`config.mk`:
```
export PLATFORM = sky130hd
export DESIGN_NAME = apb_uart_master
export DESIGN_NICKNAME = d
export VERILOG_FILES = /design/src/rtl/apb_uart_master.sv
export SDC_FILE = /design/constraint.sdc
export NUM_CORES = 1
export LEC_CHECK = 0
export CORE_AREA = 3 3 55 62
export DETAILED_ROUTE_END_ITERATION = 6
export DIE_AREA = 0 0 58 65
export PLACE_DENSITY = 0.75
export REMOVE_ABC_BUFFERS = 1
export SYNTH_ARGS = -nofsm -noshare
export SYNTH_HDL_FRONTEND = slang
export SYNTH_SLANG_ARGS = --single-unit
```
`constraint.sdc`:
```
create_clock -name PCLK -period 1.9 [get_ports PCLK]
set_input_delay 0.19 -clock PCLK [delete_from_list [all_inputs] [get_ports PCLK]]
set_output_delay 0.19 -clock PCLK [all_outputs]
set_load 0.02 [all_outputs]
```
`src/rtl/apb_uart_master.sv`:
```
// APB initiator for the UART register block: host command/response handshake in, two-phase APB transfer out.
// Optional abort on PREADY wait timeout is enabled by defining APB_MASTER_TIMEOUT_EN.
module apb_uart_master #(
    parameter int BITWIDTH       = 8,
    parameter int ADDR_W         = 2,
    parameter int TIMEOUT_CYCLES = 255
) (
    input  logic                PCLK,
    input  logic                PRESET,
    input  logic                cmd_valid,
    output logic                cmd_ready,
    input  logic                cmd_write,
    input  logic [ADDR_W-1:0]   cmd_addr,
    input  logic [BITWIDTH-1:0] cmd_wdata,
    output logic                resp_valid,
    input  logic                resp_ready,
    output logic [BITWIDTH-1:0] resp_rdata,
    output logic                resp_timeout,
    output logic                PSEL,
    output logic                PENABLE,
    output logic [ADDR_W-1:0]   PADDR,
    output logic                PWRITE,
    output logic [BITWIDTH-1:0] PWDATA,
    input  logic [BITWIDTH-1:0] PRDATA,
    input  logic                PREADY,
    output logic                busy
);

    if (TIMEOUT_CYCLES < 1 || TIMEOUT_CYCLES > 65535) begin : g_bad_timeout
        $error("apb_uart_master: TIMEOUT_CYCLES must be in 1..65535");
    end

    typedef enum logic [1:0] {
        S_IDLE,
        S_SETUP,
        S_ACCESS,
        S_RESP
    } state_t;

    state_t r_state;
    state_t w_state_nxt;

    logic                r_psel;
    logic                r_penable;
    logic                r_pwrite;
    logic [ADDR_W-1:0]   r_paddr;
    logic [BITWIDTH-1:0] r_pwdata;
    logic                r_resp_valid;
    logic [BITWIDTH-1:0] r_resp_rdata;
    logic                r_resp_timeout;
    logic                r_busy;

    logic w_accept;
    logic w_done;
    logic w_abort;
    logic w_release;

    assign w_accept  = (r_state == S_IDLE) && cmd_valid;
    assign w_done    = (r_state == S_ACCESS) && PREADY;
    assign w_release = (r_state == S_RESP) && resp_ready;

`ifdef APB_MASTER_TIMEOUT_EN
    localparam logic [15:0] LIMIT_M1 = 16'(TIMEOUT_CYCLES - 1);

    logic [15:0] r_wait_cnt;

    // Counter value after this edge would reach the limit: abort now unless PREADY wins.
    assign w_abort = (r_state == S_ACCESS) && !PREADY && (r_wait_cnt >= LIMIT_M1);

    always_ff @(posedge PCLK or posedge PRESET) begin
        if (PRESET) begin
            r_wait_cnt <= '0;
        end else if (w_accept) begin
            r_wait_cnt <= '0;
        end else if ((r_state == S_ACCESS) && !PREADY && (r_wait_cnt != 16'hFFFF)) begin
            r_wait_cnt <= r_wait_cnt + 16'd1;
        end
    end
`else
    assign w_abort = 1'b0;
`endif

    always_comb begin
        w_state_nxt = r_state;
        case (r_state)
            S_IDLE:   if (cmd_valid) w_state_nxt = S_SETUP;
            S_SETUP:  w_state_nxt = S_ACCESS;
            S_ACCESS: if (PREADY || w_abort) w_state_nxt = S_RESP;
            S_RESP:   if (resp_ready) w_state_nxt = S_IDLE;
            default:  w_state_nxt = S_IDLE;
        endcase
    end

    always_ff @(posedge PCLK or posedge PRESET) begin
        if (PRESET) begin
            r_state        <= S_IDLE;
            r_psel         <= 1'b0;
            r_penable      <= 1'b0;
            r_pwrite       <= 1'b0;
            r_paddr        <= '0;
            r_pwdata       <= '0;
            r_resp_valid   <= 1'b0;
            r_resp_rdata   <= '0;
            r_resp_timeout <= 1'b0;
            r_busy         <= 1'b0;
        end else begin
            r_state      <= w_state_nxt;
            r_psel       <= (w_state_nxt == S_SETUP) || (w_state_nxt == S_ACCESS);
            r_penable    <= (w_state_nxt == S_ACCESS);
            r_resp_valid <= (w_state_nxt == S_RESP);
            r_busy       <= (w_state_nxt != S_IDLE);

            if (w_accept) begin
                r_paddr  <= cmd_addr;
                r_pwdata <= cmd_wdata;
                r_pwrite <= cmd_write;
            end else if (w_release) begin
                r_paddr  <= '0;
                r_pwdata <= '0;
                r_pwrite <= 1'b0;
            end

            // Normal completion takes priority over a timeout on the same edge.
            if (w_done) begin
                r_resp_rdata   <= r_pwrite ? '0 : PRDATA;
                r_resp_timeout <= 1'b0;
            end else if (w_abort) begin
                r_resp_rdata   <= '0;
                r_resp_timeout <= 1'b1;
            end
        end
    end

    assign cmd_ready    = (r_state == S_IDLE);
    assign PSEL         = r_psel;
    assign PENABLE      = r_penable;
    assign PADDR        = r_paddr;
    assign PWRITE       = r_pwrite;
    assign PWDATA       = r_pwdata;
    assign resp_valid   = r_resp_valid;
    assign resp_rdata   = r_resp_rdata;
    assign resp_timeout = r_resp_timeout;
    assign busy         = r_busy;

endmodule

```
=== After elaboration in Yosys (flattened, before gate mapping) ===
Cells that the tools add are included.

* Flip-flop bits (word level): 25
* Bits of input ports: 24
* Output and inout bits: 25
* Logic and storage cells: 33

* Eq/ne operators: 6
* Muxes and demuxes: 11
* Reduce and logical (&&, ||, !) cells: 7

{| class="wikitable"
|+ Operators by type and width
! kind !! count
|-
| 8-bit two-way mux || 3
|-
| 2-bit two-way mux || 5
|-
| 2-bit == test (second input constant) || 4
|-
| 2-bit one-hot mux with 4 select lines || 1
|-
| 2-bit by 1-bit == test with 1-bit output (second input constant) || 2
|-
| 2-bit nonzero test || 2
|-
| 1-bit logical AND || 3
|-
| 2-bit logical NOT || 1
|-
| 1-bit two-way mux || 2
|-
| 1-bit logical OR || 1
|}

=== Logic depth before layout (Yosys ltp) ===
Gate-level depths: netlist (run 1).

* Word-level depth: 4
* Depth in mapped cells: 6
* Gate-level depth less buffers: 5

=== Worst setup path before layout (run 1) ===
OpenSTA, ideal clock, no wires.

* Path kind: register to register
* From: register r_state[0]
* To: register r_psel (netlist: PSEL)
* Setup time: 126 ps
* Arrival time: 1194 ps
* Data required time: 1774 ps
* Path slack: 580 ps
* Stages on the path, launching flop included: 6
* Path buffers: 1
* Clock period less this slack: 1320 ps
* Cells stage by stage: dfrtp_1 > nor2b_4 > nand2b_4 > buf_6 > a21boi_1 > ha_1

* Longest elaborated chain between the ends: 4
* Elaborated cells between the ends (all ways): 11
* Those cells by class: eq/ne (5); mux (4); reduce/logical (2)

{| class="wikitable"
|+ Ends and longest elaborated chain
! what !! RTL line !! RTL
|-
| from (decl) || 40 || <nowiki>state_t r_state;</nowiki>
|-
| from (signal assigned) || 107 || <nowiki>r_state <= w_state_nxt;</nowiki>
|-
| 2-bit == test, or another cell as far along || 85 || <nowiki>case (r_state)</nowiki>
|-
| 2-bit one-hot mux with 4 select lines * || 85 ||
|-
| 2-bit by 1-bit == test with 1-bit output / 2-bit == test (equally long branches) || 108 || <nowiki>r_psel <= (w_state_nxt == S_SETUP) || (w_state_nxt == S_ACCESS);</nowiki>
|-
| 1-bit logical OR * || 108 ||
|-
| to (signal assigned) || 108 ||
|-
| to (decl) || 43 || <nowiki>logic r_psel;</nowiki>
|}

Mark *: on every way between the ends. The rest lies on a longest branch, timed or not.
A chain may end at the register's enable or synchronous reset.

=== Worst setup path in the final report (run 1) ===
* From: register r_state[0]
* To: output port cmd_ready

* Longest elaborated chain between the ends: 1

{| class="wikitable"
|+ Ends and longest elaborated chain
! what !! RTL line !! RTL
|-
| 2-bit logical NOT || 134 || <nowiki>assign cmd_ready = (r_state == S_IDLE);</nowiki>
|-
| to (decl) || 11 || <nowiki>output logic cmd_ready,</nowiki>
|}

Every way passes these cells.

==> results of run 1 <==
## layer usage
layer / part of all wire / routed length, um
met5: 0 / 0
met1: 0.41 / 1090
met4: 0 / 0
met2: 0.52 / 1390
met3: 0.067 / 177
## cells by family (layout without fill, tap and decap cells)
kind of cell | after synthesis | count (layout) | share of synthesized area
buffers and inverters | 21 | 69 | 0.0907
adders and majority gates | 3 | 3 | 0.0328
other | 1 | 1 | 0.00328
DFF | 25 | 25 | 0.546
and+or+nand+nor | 21 | 21 | 0.105
muxes | 1 | 1 | 0.00874
AOI/OAI and AO/OA | 33 | 33 | 0.213
## worst max-delay path by stage
stage | cells past startpoint | to
after CTS | 2 | cmd_ready
after global placement | 5 | PSEL$_DFF_PP0_
after floorplan | 3 | PSEL$_DFF_PP0_
after global routing | 2 | cmd_ready
after detailed placement | 5 | PSEL$_DFF_PP0_
final | 2 | cmd_ready
## area by class of cell
cell class	instances	area, sq um
fillers	267	1140
flip-flops and latches	25	626
repair buffers	50	493
multi-input cells	59	415
inverters	15	56.3
well taps	33	41.3
clock buffers	3	22.5
clock inverters	1	5.00
## registers in the layout (all words and copies together), names as in the netlist
register    cells
PWDATA          8
resp_rdata      8
PADDR           2
r_state         2
PENABLE         1
PSEL            1
PWRITE          1
busy            1
resp_valid      1
## tightest hold or removal path: cells and delay by family
kind / cells / cell delay, ps
buffers and inverters: 3 / 730
## synthesized netlist by cell type
cell       n
inv_2      1
nand2b_4   1
a21bo_1    1
o221a_2    2
mux2i_1    1
inv_1     13
o21ai_0    5
nand3b_4   1
and2_4     1
nor2b_4    1
nor2_1     1
o221a_1    9
o21ai_1   14
dfrtp_1   25
a21boi_1   1
a21o_1     1
clkinv_1   1
buf_4      2
nand2_1   16
buf_2      2
conb_1     1
ha_1       3
buf_6      2
## per-stage QoR
| stage | hold slack [ps] | power [mW] | setup WS (ps) | util | cell area (sq um) |
|---|---|---|---|---|---|
| final | 209 | 2.68 | 137 | 0.592 | 1660 |
| after global routing | 243 | 2.86 | 40.1 | 0.592 | 1660 |
| after CTS | 221 | 2.71 | 129 | 0.592 | 1660 |
| after detailed placement | 482 | 2.48 | 346 | 0.582 | 1630 |
| after global placement | 466 | 2.42 | 388 | 0.582 | 1630 |
| after floorplan | 217 | 1.76 | 507 | - | 1100 |
## power groups by stage
| stage | Sequential [mW] | Combinational, mW | Clock (mW) |
|---|---|---|---|
| CTS | 0.964 | 1.51 | 0.236 |
| detailed placement | 0.972 | 1.50 | 0 |
| global placement | 0.959 | 1.46 | 0 |
| global route | 0.999 | 1.61 | 0.256 |
| floorplan | 1.24 | 0.516 | 0 |
| finish | 0.963 | 1.49 | 0.229 |
==> impl_metrics.yaml, run 1 <==
worst_setup_path:
  cp_slowest_cell: "clkdlybuf4s50_1"
  r2r_cells: 4
  critPathLaunchType: "register"
  worstPathArrival_ps: 1570
  crit_required_ps: 1710
  crit_type: "register to output port"
  rrSetupSlack_ps: 560
  critPathBufInv: 1
  regToRegStartpoint: "r_state[0]$_DFF_PP0_"
  r2r-end: "PSEL$_DFF_PP0_"
  cp_top_family: "buffers and inverters"
  worstPathCellList: "nor2_1 -> clkdlybuf4s50_1"
  crit_fanout: 5
  end_kind: "output port"
  cp-startpoint: "r_state[0]$_DFF_PP0_"
  critical_path.max_stage_delay_ps: 630
floorplanning:
  rows: 20
  die_width_um: 58
  die_h_um: 65
  pin_count: 49
  die_area_sq_um: 3770
  coreArea_sq_um: 2800
  start_util: 0.408
power_and_ir_drop:
  switching_share: 0.409
  p_per_area_nw_per_um2: 1610
  switching_power_mw: 1.09
  irDropWorstVdd_v: 0.000947
  seqPwrFrac: 0.360
  combPwrFrac: 0.555
  p_leak_nw: 0.753
  p_int_mw: 1.58
  clkPwrFrac: 0.086
clock_tree:
  cts_sinks: 25
  insertion_delay_ps: 300
  cts_resized: 0
  hold_buffers: 0
  path_clk_slew_ps: 130
  cts_root_buf: "clkbuf_4"
  cts_made_buffers: 3
  postCtsSetupRepairBufs: 0
  cts_tree: "built"
  clock_path_buffers: 2
  htreeDepth: 1
global_routing:
  use_met1: 0.182
  grt.met2_usage: 0.251
  grt_pass1_vias: 883
  antenna_found_initial: 0
  grt_use_total: 0.144
  grtUsageMet3: 0.0378
  busiest_layer: "met2"
  grt_max_degree: 26
  grt_pass1_wl_um: 4240
  grt.overflow.total: 0
detailed_routing:
  drc_errors: 0
  via_per_inst: 4.89
  drt.antenna.violating_nets: 0
  drt_first_pass_iters: 6
  wl_per_cell_um: 14.3
  num_vias: 910
  routed_wl_um: 2660
  drt-initial-drc-count: 15
yosys:
  syn_avg_cell_area_sq_um: 10.9
  synth_top_area_share: 0.546
  synth_cell_types: 23
  yosysWarnings: 0
  ys_ff_latch: 25
  ys_top_cells_by_area: "dfrtp_1 55%, o221a_1 8.9%, o21ai_1 6.1%"
  seq_area_frac_synth: 0.546
  netlist_area_sq_um: 1140
  syn_inst: 105
  synth_top_area_cell: "dfrtp_1"
cells_and_area:
  final_common_cell: "clkdlybuf4s50_1"
  instances_no_fill: 186
  layout.nets: 181
  drive_gt1_frac: 0.0915
  antenna_cells: 0
  areaGrowthSynthToFinish_pct: 44.9
  final_cell_mix: "47 x clkdlybuf4s50_1, 25 x dfrtp_1, 16 x nand2_1"
min_path:
  hp-class: "primary input to async pin"
place:
  gp_congestion: 0.725
  io_buffers: 47
  placedCellCount: 182
  dp_hpwl_um: 2070
timing:
  skew_ps: 3.24
  timing_hold_violations_final: 0
  rsz0062_at_grt: "no"
  drv_slew: 0
  timing.final.crit_share: 0.928
  tns_ps: 0
  max_freq_mhz: 567
  setup-violations-final: 0
  period_minus_slack_ps: 1760
run_status:
  outcome: "finished clean"
flow_run:
  maxCapViolations: 0
No activity file was read; power rests on OpenSTA's default activity.
==> run 2: changes to the inputs <==
--- a/config.mk
+++ b/config.mk
@@ -9,7 +9,6 @@
 export DETAILED_ROUTE_END_ITERATION = 6
 export DIE_AREA = 0 0 58 65
 export PLACE_DENSITY = 0.75
-export REMOVE_ABC_BUFFERS = 1
 export SYNTH_ARGS = -nofsm -noshare
 export SYNTH_HDL_FRONTEND = slang
 export SYNTH_SLANG_ARGS = --single-unit
==> run 2 against run 1 <==
Largest power group unchanged. Combinational power about the same. Cell count unchanged. Total power decreased by 0.47%. Global-route usage increased by 1.3 points. Hold slack got worse by 5.2 ps. Clock power increased by 4%. Sequential power about the same. Setup slack got worse by 50 ps. Critical path type unchanged. Wire length decreased by 0.79%. Highest routed layer is now met4.
==> impl_metrics.yaml, run 2 (synthesis gave the netlist of run 1 again) <==
clock_tree:
  cts_tree: "built"
  cts_sinks: 25
  clock_path_buffers: 2
  cts_made_buffers: 3
  insertion_delay_ps: 320
  cts_root_buf: "clkbuf_4"
  path_clk_slew_ps: 140
  postCtsSetupRepairBufs: 0
  htreeDepth: 1
timing:
  drv_slew: 0
  timing_hold_violations_final: 0
  timing.final.crit_share: 0.954
  setup-violations-final: 0
  rsz0062_at_grt: "no"
  period_minus_slack_ps: 1810
  skew_ps: 9.17
  tns_ps: 0
  max_freq_mhz: 552
worst_setup_path:
  cp-startpoint: "r_state[1]$_DFF_PP0_"
  cp_top_family: "buffers and inverters"
  crit_fanout: 10
  crit_required_ps: 1710
  critPathLaunchType: "register"
  critical_path.max_stage_delay_ps: 630
  worstPathArrival_ps: 1620
  path_depth: 2
  cp_slowest_cell: "clkdlybuf4s50_1"
  critPathBufInv: 1
  r2r_cells: 4
  rrSetupSlack_ps: 570
  r2r-end: "PSEL$_DFF_PP0_"
  crit_type: "register to output port"
  worstPathCellList: "nor2_1 -> clkdlybuf4s50_1"
  regToRegStartpoint: "r_state[0]$_DFF_PP0_"
  worstSetupEndpoint: "cmd_ready"
  end_kind: "output port"
power_and_ir_drop:
  p_leak_nw: 0.750
  p_int_mw: 1.59
  switching_power_mw: 1.08
  p_per_area_nw_per_um2: 1610
  clkPwrFrac: 0.089
  switching_share: 0.404
  finalPower_mw: 2.67
  combPwrFrac: 0.549
  irDropWorstVdd_v: 0.00104
  seqPwrFrac: 0.362
floorplanning:
  coreArea_sq_um: 2800
  pin_count: 49
  die_area_sq_um: 3770
  start_util: 0.408
  die_width_um: 58
  die_h_um: 65
  rows: 20
detailed_routing:
  drt_first_pass_iters: 4
  num_vias: 913
  drc_errors: 0
  wl_per_cell_um: 14.2
  routed_wl_um: 2640
  drt-initial-drc-count: 30
  via_per_inst: 4.91
  drt.antenna.violating_nets: 0
global_routing:
  grt_pass1_wl_um: 4460
  grt_max_degree: 26
  grt.overflow.total: 0
  antenna_found_initial: 0
  grt_pass1_vias: 960
  grt_use_total: 0.157
cells_and_area:
  areaGrowthSynthToFinish_pct: 44.9
  antenna_cells: 0
  multi_input_area_sq_um: 415
  final-seq-area_sq_um: 627
  fillers: 256
  drive_gt1_frac: 0.0915
  instances_no_fill: 186
  final_common_cell: "clkdlybuf4s50_1"
  final_cell_mix: "47 x clkdlybuf4s50_1, 24 x dfrtp_1, 16 x nand2_1"
  layout.nets: 181
place:
  dp_hpwl_um: 1940
  placedCellCount: 182
  gp_congestion: 0.736
  io_buffers: 47
flow_run:
  maxCapViolations: 0
run_status:
  outcome: "finished clean"
yosys:
  syn_nets: 132
min_path:
  hp-class: "primary input to async pin"
## run 2: metal layers
metal  wire length [um]  track usage  part of all wire
met2               1270        0.253              0.48
met5                  0            0                 0
met3                186       0.0279             0.071
met1               1150        0.203              0.44
met4                 29       0.0696             0.011
## run 2: final cells by class
class,instances,area share
repair buffers,50,0.297
clock buffers,4,0.0158
well taps,33,0.0249
inverters,15,0.0339
flip-flops and latches,25,0.378
multi-input cells,59,0.250
## run 2: through the flow
stage | utilization | setup slack (ps) | hold slack, ps | area (sq um)
after global placement | 0.582 | 386 | 467 | 1630
after CTS | 0.592 | 43.7 | 207 | 1660
final | 0.592 | 87.0 | 204 | 1660
after global routing | 0.592 | 15.7 | 225 | 1660
after floorplan | - | 580 | 217 | 1140
after detailed placement | 0.582 | 348 | 486 | 1630
## run 2: worst min-delay path, cell delays in order
cell and delay (ps):
clkdlybuf4s50_1 400, inv_1 50, buf_4 300
## run 2: worst min path at each step
stage	cells past startpoint	startpoint	end	slack, ps
3_3_place_gp	2	resp_rdata[5]$_DFFE_PP0P_	resp_rdata[5]$_DFFE_PP0P_	470
2_1_floorplan	1	PRESET	PADDR[0]$_DFFE_PP0P_	220
6_report	3	PRESET	PWDATA[6]$_DFFE_PP0P_	200
3_5_place_dp	2	resp_rdata[1]$_DFFE_PP0P_	resp_rdata[1]$_DFFE_PP0P_	490
5_1_grt	3	PRESET	busy$_DFF_PP0_	220
4_1_cts	3	PRESET	resp_rdata[4]$_DFFE_PP0P_	210
## run 2: what timing repair did
item,CTS,global route
hold buffers,0,0
gates resized for setup,0,1
setup endpoints to repair,0,1
## run 2: power groups by stage
stage	clock (mW)	combinational, mW	sequential [mW]
after global placement	0	1.45	0.963
after floorplan	0	0.577	1.23
after global routing	0.274	1.60	1.01
final	0.238	1.46	0.964
after detailed placement	0	1.48	0.972
after CTS	0.251	1.48	0.967
==> run 3: changes to the inputs <==
--- a/config.mk
+++ b/config.mk
@@ -8,6 +8,7 @@
 export CORE_AREA = 3 3 55 62
 export DETAILED_ROUTE_END_ITERATION = 6
 export DIE_AREA = 0 0 58 65
+export GPL_ROUTABILITY_DRIVEN = 0
 export PLACE_DENSITY = 0.75
 export SYNTH_ARGS = -nofsm -noshare
 export SYNTH_HDL_FRONTEND = slang
==> results of run 3 <==
Final layout, timing and power as in run 2 (identical DEF).
==> edit 1: new RTL, flow settings as in run 3 <==
Put one more register stage on the output `resp_timeout`, with the module's reset. The value now appears one clock later. The other outputs are not delayed to match.
--- a/src/rtl/apb_uart_master.sv
+++ b/src/rtl/apb_uart_master.sv
@@ -141,3 +141,9 @@
     assign resp_rdata   = r_resp_rdata;
-    assign resp_timeout = r_resp_timeout;
+    always_ff @(posedge PCLK or posedge PRESET) begin
+        if (PRESET) begin
+            resp_timeout <= '0;
+        end else begin
+            resp_timeout <= r_resp_timeout;
+        end
+    end
     assign busy         = r_busy;
Formal check against the unedited RTL: no difference found for any inputs over 10 cycles, from zero or initial values and one cycle with PRESET high; that may be too few to reach the edited logic, so the function may still have changed.
==> edit 1 against run 3 <==
Final area down 1.2%; synthesized area down 1.9%; wire length shrank 7.3%; global-route usage decreased by 1.7 points; largest power group unchanged; hold slack improved by 0.013 ns; sequential cell count did not move; utilization fell by 0.71 points; total power is 2.3% lower; setup slack improved by 0.052 ns; critical endpoint unchanged.
==> edit 1: results (changes against run 3) <==
The global router's overall resource usage came out at 13.9% (was 15.7%). The clock-pin slew of the registers on the worst-case setup and hold paths works out to 0.13 ns. The fraction of final layout cells sized beyond drive strength 1 is 6.49% (was 9.15%), and the post-layout instance count excluding filler cells is 187 (was 186). Multiplexer share of the synthesized area: 0.891% (was 0.874%).

Most area-consuming cells after synthesis: sky130_fd_sc_hd__dfrtp_1 (56%), sky130_fd_sc_hd__o221a_1 (10%), sky130_fd_sc_hd__o21ai_0 (7.6%), sky130_fd_sc_hd__nand2_1 (5.3%), sky130_fd_sc_hd__inv_1 (5.0%) (was sky130_fd_sc_hd__dfrtp_1 (55%), sky130_fd_sc_hd__o221a_1 (8.9%), sky130_fd_sc_hd__o21ai_1 (6.1%), sky130_fd_sc_hd__nand2_1 (5.2%), sky130_fd_sc_hd__inv_1 (4.3%)). The via density per instance works out to 4.93 (was 4.91). The tools report the number of post-CTS setup repair buffers as 0 (unchanged). The tools report the total of warnings raised by yosys as 0 (unchanged).

Family with the most delay on the worst path: buffers and inverters (unchanged). Total of buffers placed on input and output ports: 47 (unchanged). The highest fanout seen on the critical path came out at 5 (was 10). The synthesized-area fraction occupied by ao, oa, aoi and oai cells was 21.8% (was 21.3%); the antenna diode count was 0 (unchanged). The number of CTS-inserted buffers was 3 (unchanged). The logs give 1 (unchanged) for the number of H-tree branching levels and 1810 µm (was 1940 µm) for the half-perimeter wire length of the detailed placement result. The average footprint of a synthesized cell is 10.5 µm² (was 10.9 µm²), and the worst-skew pair later-pin latency is 0.31 ns. Maximum number of pins on one net before global-route repair: 26 (unchanged). Clock tree root buffer cell: sky130_fd_sc_hd__clkbuf_4 (unchanged). The logs give 0.723 nW (was 0.750 nW) for the leakage dissipation and 976 (was 960) for the number of global-route vias before repair. The peak per-stage delay on the critical path is 0.63 ns (about the same). The wire length per cell after detailed routing was 13.1 µm (was 14.2 µm); the post-layout net count was 182 (was 181). The run gives 63 (was 30) as the initial detailed-routing violation count.

The sequential fraction of the synthesis area was 55.7% (was 54.6%); the maximum clock skew at final layout was 0.0112 ns (was 0.00917 ns). The first-pass detailed-route iteration total was 4 (unchanged). For the pin with the worst max-slew slack, the measured transition is 0.774 ns. The data arrival time of the critical path is 1.57 ns (was 1.62 ns). The logs give 247 (was 256) for the count of fill cells added during filler insertion and 0 (unchanged) for the initial antenna violation count. The post-synthesis xor/xnor area fraction works out to 0% (unchanged). The run finished with clean final reports. For the global-route wire length before repair, the log shows 4150 µm (was 4460 µm). The post-synthesis net count is 134 (was 132).

The post-synthesis adder-cell area fraction works out to 3.34% (was 3.28%). Most frequent cells after synthesis: sky130_fd_sc_hd__dfrtp_1 (25), sky130_fd_sc_hd__o21ai_0 (17), sky130_fd_sc_hd__nand2_1 (16) (was sky130_fd_sc_hd__dfrtp_1 (25), sky130_fd_sc_hd__nand2_1 (16), sky130_fd_sc_hd__o21ai_1 (14)). The fraction of registers with async set or reset after synthesis works out to 100% (unchanged). The logs give 754 µV (was 1040 µV) for the maximum ir drop on the vdd rail and 0 (unchanged) for the final routed DRC violation total.
edit 1: changes by cell type in the layout (fill, tap and decap cells not counted), sizes merged:
cell and change:
nand2b -1, nand2 +1, a21oi +2, buf -1, a21bo -1, a21o -1, inv +1, a22o +1
edit 1: metal layers:
layer / global-route usage (%) / wire, µm / up-vias / share of wire, %
met5: 0 / 0 / - / 0
met4: 2.61 / 0 / 0 / 0
met3: 3.19 / 208 / 0 / 8.5
met2: 24.0 / 1150 / 42 / 47
met1: 17.7 / 1090 / 429 / 45
li1: - / - / 451 / -
edit 1: final timing paths:
check / startpoint / endpoint / slack [ns] / cells after the start
worst max-delay path: r_state[0] / cmd_ready / 0.14 / 2
worst min-delay path: PRESET / PWDATA[3] / 0.22 / 3
worst max register to register: r_state[0] / PWDATA[6] / 0.44 / 2
worst min register to register: resp_rdata[5] / resp_rdata[5] / 0.50 / 2
max in group asynchronous: PRESET / PADDR[0] / 1.44 / 3
min in group PCLK: PRDATA[0] / resp_rdata[0] / 0.43 / 3
edit 1: where the power goes:
group	total (mW)	switching (mW)	internal, mW	leakage, nW
sequential	0.946	0.169	0.777	0.317
clock	0.225	0.143	0.0818	0.0150
combinational	1.43	0.742	0.691	0.392
total	2.60	1.05	1.55	0.723
edit 1: cell type report:
class,count,area share [%]
well taps,33,2.52
multi-input cells,60,24.4
inverters,16,3.66
flip-flops and latches,25,38.2
repair buffers,49,29.6
clock buffers,4,1.60
edit 1: cells by family after synthesis:
family	Yosys count
compound gates	34
flops	25
buf+inv	22
simple gates	21
fa+ha+maj	3
mux	1
other cells	1
edit 1: worst min-delay path: cells and delay by family:
kind	cells	cell delay, ns
buf+inv	3	0.74
edit 1: through the flow:
stage / cell area, µm² / setup WS (ns)
floorplan: 1120 / 0.433
global placement: 1610 / 0.203
detailed placement: 1610 / 0.181
CTS: 1640 / 0.109
global route: 1640 / 0.0499
finish: 1640 / 0.139
==> edit 2: new RTL, config.mk and constraints of run 3 <==
Made on the original files. `BITWIDTH`: 8 -> 10.
--- a/src/rtl/apb_uart_master.sv
+++ b/src/rtl/apb_uart_master.sv
@@ -3,3 +3,3 @@
 module apb_uart_master #(
-    parameter int BITWIDTH       = 8,
+    parameter int BITWIDTH       = 10,
     parameter int ADDR_W         = 2,
Interface: changed (resized PRDATA, PWDATA, cmd_wdata and resp_rdata); port bits go from 49 to 57. No check against the original RTL was run, so the function may have changed too.
==> edit 2 against run 3 <==
Total power is 27% higher; utilization grew 11 points; clock power is 120% higher; sequential cell count grew 4; wire length grew 18%; synthesized area rose by 14%; hold slack improved by 0.0074 ns; clock skew grew 0.0042 ns; setup slack worse by 0.013 ns; final area rose by 18%; register-to-register slack lost 0.11 ns; critical path depth unchanged; combinational power grew 18%; largest cell class unchanged.
==> edit 2: results (changes against run 3) <==
The flow ran to the end, and the final reports show no timing, DRC or antenna violations. The run gives 2250 µm (was 1940 µm) as the half-perimeter wire length of the detailed placement result. The met1 routed wirelength after detailed routing is 1310 µm (was 1150 µm), and the multiplexer share of the synthesized area is 0.766% (was 0.874%). The number of H-tree branching levels came out at 2 (was 1).

The count of fill cells added during filler insertion is 212 (was 256), and the synthesized-area fraction occupied by ao, oa, aoi and oai cells is 21.9% (was 21.3%). The total of buffers placed on input and output ports was 55 (was 47); the logic depth of the worst register-to-register path was 4 (unchanged). The logs give 3120 µm (was 2640 µm) for the total wire length and 215 (was 186) for the post-layout instance count excluding filler cells. The launch point of the worst reg-to-reg path is r_state[1] (was r_state[0]).

Cell count after placement: 207 (was 182). The ratio of total power to cell area came out at 1730 nW/µm² (was 1610 nW/µm²). For the post-layout net count, the log shows 212 (was 181).

Fraction of met3 tracks used by global routing: 6.97% (was 2.79%). The maximum clock skew at final layout came out at 0.0134 ns (was 0.00917 ns). The tools report the leakage dissipation as 0.881 nW (was 0.750 nW). The growth of design area from synthesis to finish works out to 49.7% (was 44.9%). Most frequent cells after synthesis: sky130_fd_sc_hd__dfrtp_1 (29), sky130_fd_sc_hd__o21ai_1 (22), sky130_fd_sc_hd__nand2_1 (20) (was sky130_fd_sc_hd__dfrtp_1 (25), sky130_fd_sc_hd__nand2_1 (16), sky130_fd_sc_hd__o21ai_1 (14)).

The highest fanout seen on the critical path came out at 5 (was 10). The number of global-route vias before repair was 1106 (was 960); the data arrival time of the critical path was 1.64 ns (was 1.62 ns). The global router's overall resource usage is 18.0% (was 15.7%). The tools report the placed standard-cell area as 1870 µm² (was 1630 µm²).

Most area-consuming cells after synthesis: sky130_fd_sc_hd__dfrtp_1 (56%), sky130_fd_sc_hd__o221a_1 (11%), sky130_fd_sc_hd__o21ai_1 (8.4%), sky130_fd_sc_hd__nand2_1 (5.7%), sky130_fd_sc_hd__inv_2 (3.7%) (was sky130_fd_sc_hd__dfrtp_1 (55%), sky130_fd_sc_hd__o221a_1 (8.9%), sky130_fd_sc_hd__o21ai_1 (6.1%), sky130_fd_sc_hd__nand2_1 (5.2%), sky130_fd_sc_hd__inv_1 (4.3%)). The clock-pin slew of the registers on the worst-case setup and hold paths works out to 0.10 ns (was 0.14 ns). The met2 track demand over resource in global routing is 29.4% (was 25.3%), and the fraction of final layout cells sized beyond drive strength 1 is 14.8% (was 9.15%).

For the sequential fraction of the synthesis area, the log shows 55.5% (was 54.6%). The origin of the worst setup path was r_state[0] (was r_state[1]). The number of CTS-inserted buffers was 5 (was 3). The initial detailed-routing violation count is 40 (was 30), and the worst slack at placement is 0.329 ns (was 0.348 ns). The post-synthesis net count is 155 (was 132). The maximum number of pins on one net before global-route repair was 30 (was 26); the average footprint of a synthesized cell was 10.5 µm² (was 10.9 µm²).

The worst slack on hold paths is 0.211 ns (was 0.204 ns). The tools report the sum of met2 wire segment lengths after detailed routing as 1490 µm (was 1270 µm). The setup slack on the worst flop-to-flop path is 0.46 ns (was 0.57 ns), and the post-synthesis adder-cell area fraction is 2.87% (was 3.28%).
==> edit 2: changes by cell type after synthesis, moves of 2 or more <==
cell / before / now
sky130_fd_sc_hd__inv_2: 1 / 13
sky130_fd_sc_hd__inv_1: 13 / 4
sky130_fd_sc_hd__o21ai_1: 14 / 22
sky130_fd_sc_hd__dfrtp_1: 25 / 29
sky130_fd_sc_hd__nand2_1: 16 / 20
sky130_fd_sc_hd__o21ai_0: 5 / 1
sky130_fd_sc_hd__o221a_1: 9 / 13
sky130_fd_sc_hd__buf_2: 2 / 4
sky130_fd_sc_hd__clkbuf_1: 0 / 2
sky130_fd_sc_hd__o221a_2: 2 / 0
==> edit 2: kinds of logic (layout without fill, tap and decap cells) <==
| family | count (synthesis) | in the layout |
|---|---|---|
| muxes | 1 | 1 |
| AOI/OAI and AO/OA | 39 | 39 |
| adders and majority gates | 3 | 3 |
| DFF | 29 | 29 |
| and+or+nand+nor | 25 | 25 |
| buffers and inverters | 26 | 84 |
| other | 1 | 1 |
==> edit 2: report_power, final <==
part	total [mW]	switching, mW	internal (mW)
Combinational	1.73	0.889	0.845
Clock	0.528	0.214	0.314
Sequential	1.13	0.223	0.902
==> edit 2: how the worst max path moves through the flow <==
stage          depth (start not counted)         to
6_report                               2  cmd_ready
5_1_grt                                2  cmd_ready
4_1_cts                                2  cmd_ready
3_5_place_dp                           5       PSEL
3_3_place_gp                           5       PSEL
2_1_floorplan                          5       PSEL
==> edit 2: cell type report <==
class	count	share of cell area (%)
tap	33	2.11
inverter	17	3.26
clock inverter	1	1.53
sequential	29	37.1
clock buffer	7	2.81
timing repair buffer	59	29.7
multi-input combinational	69	23.5
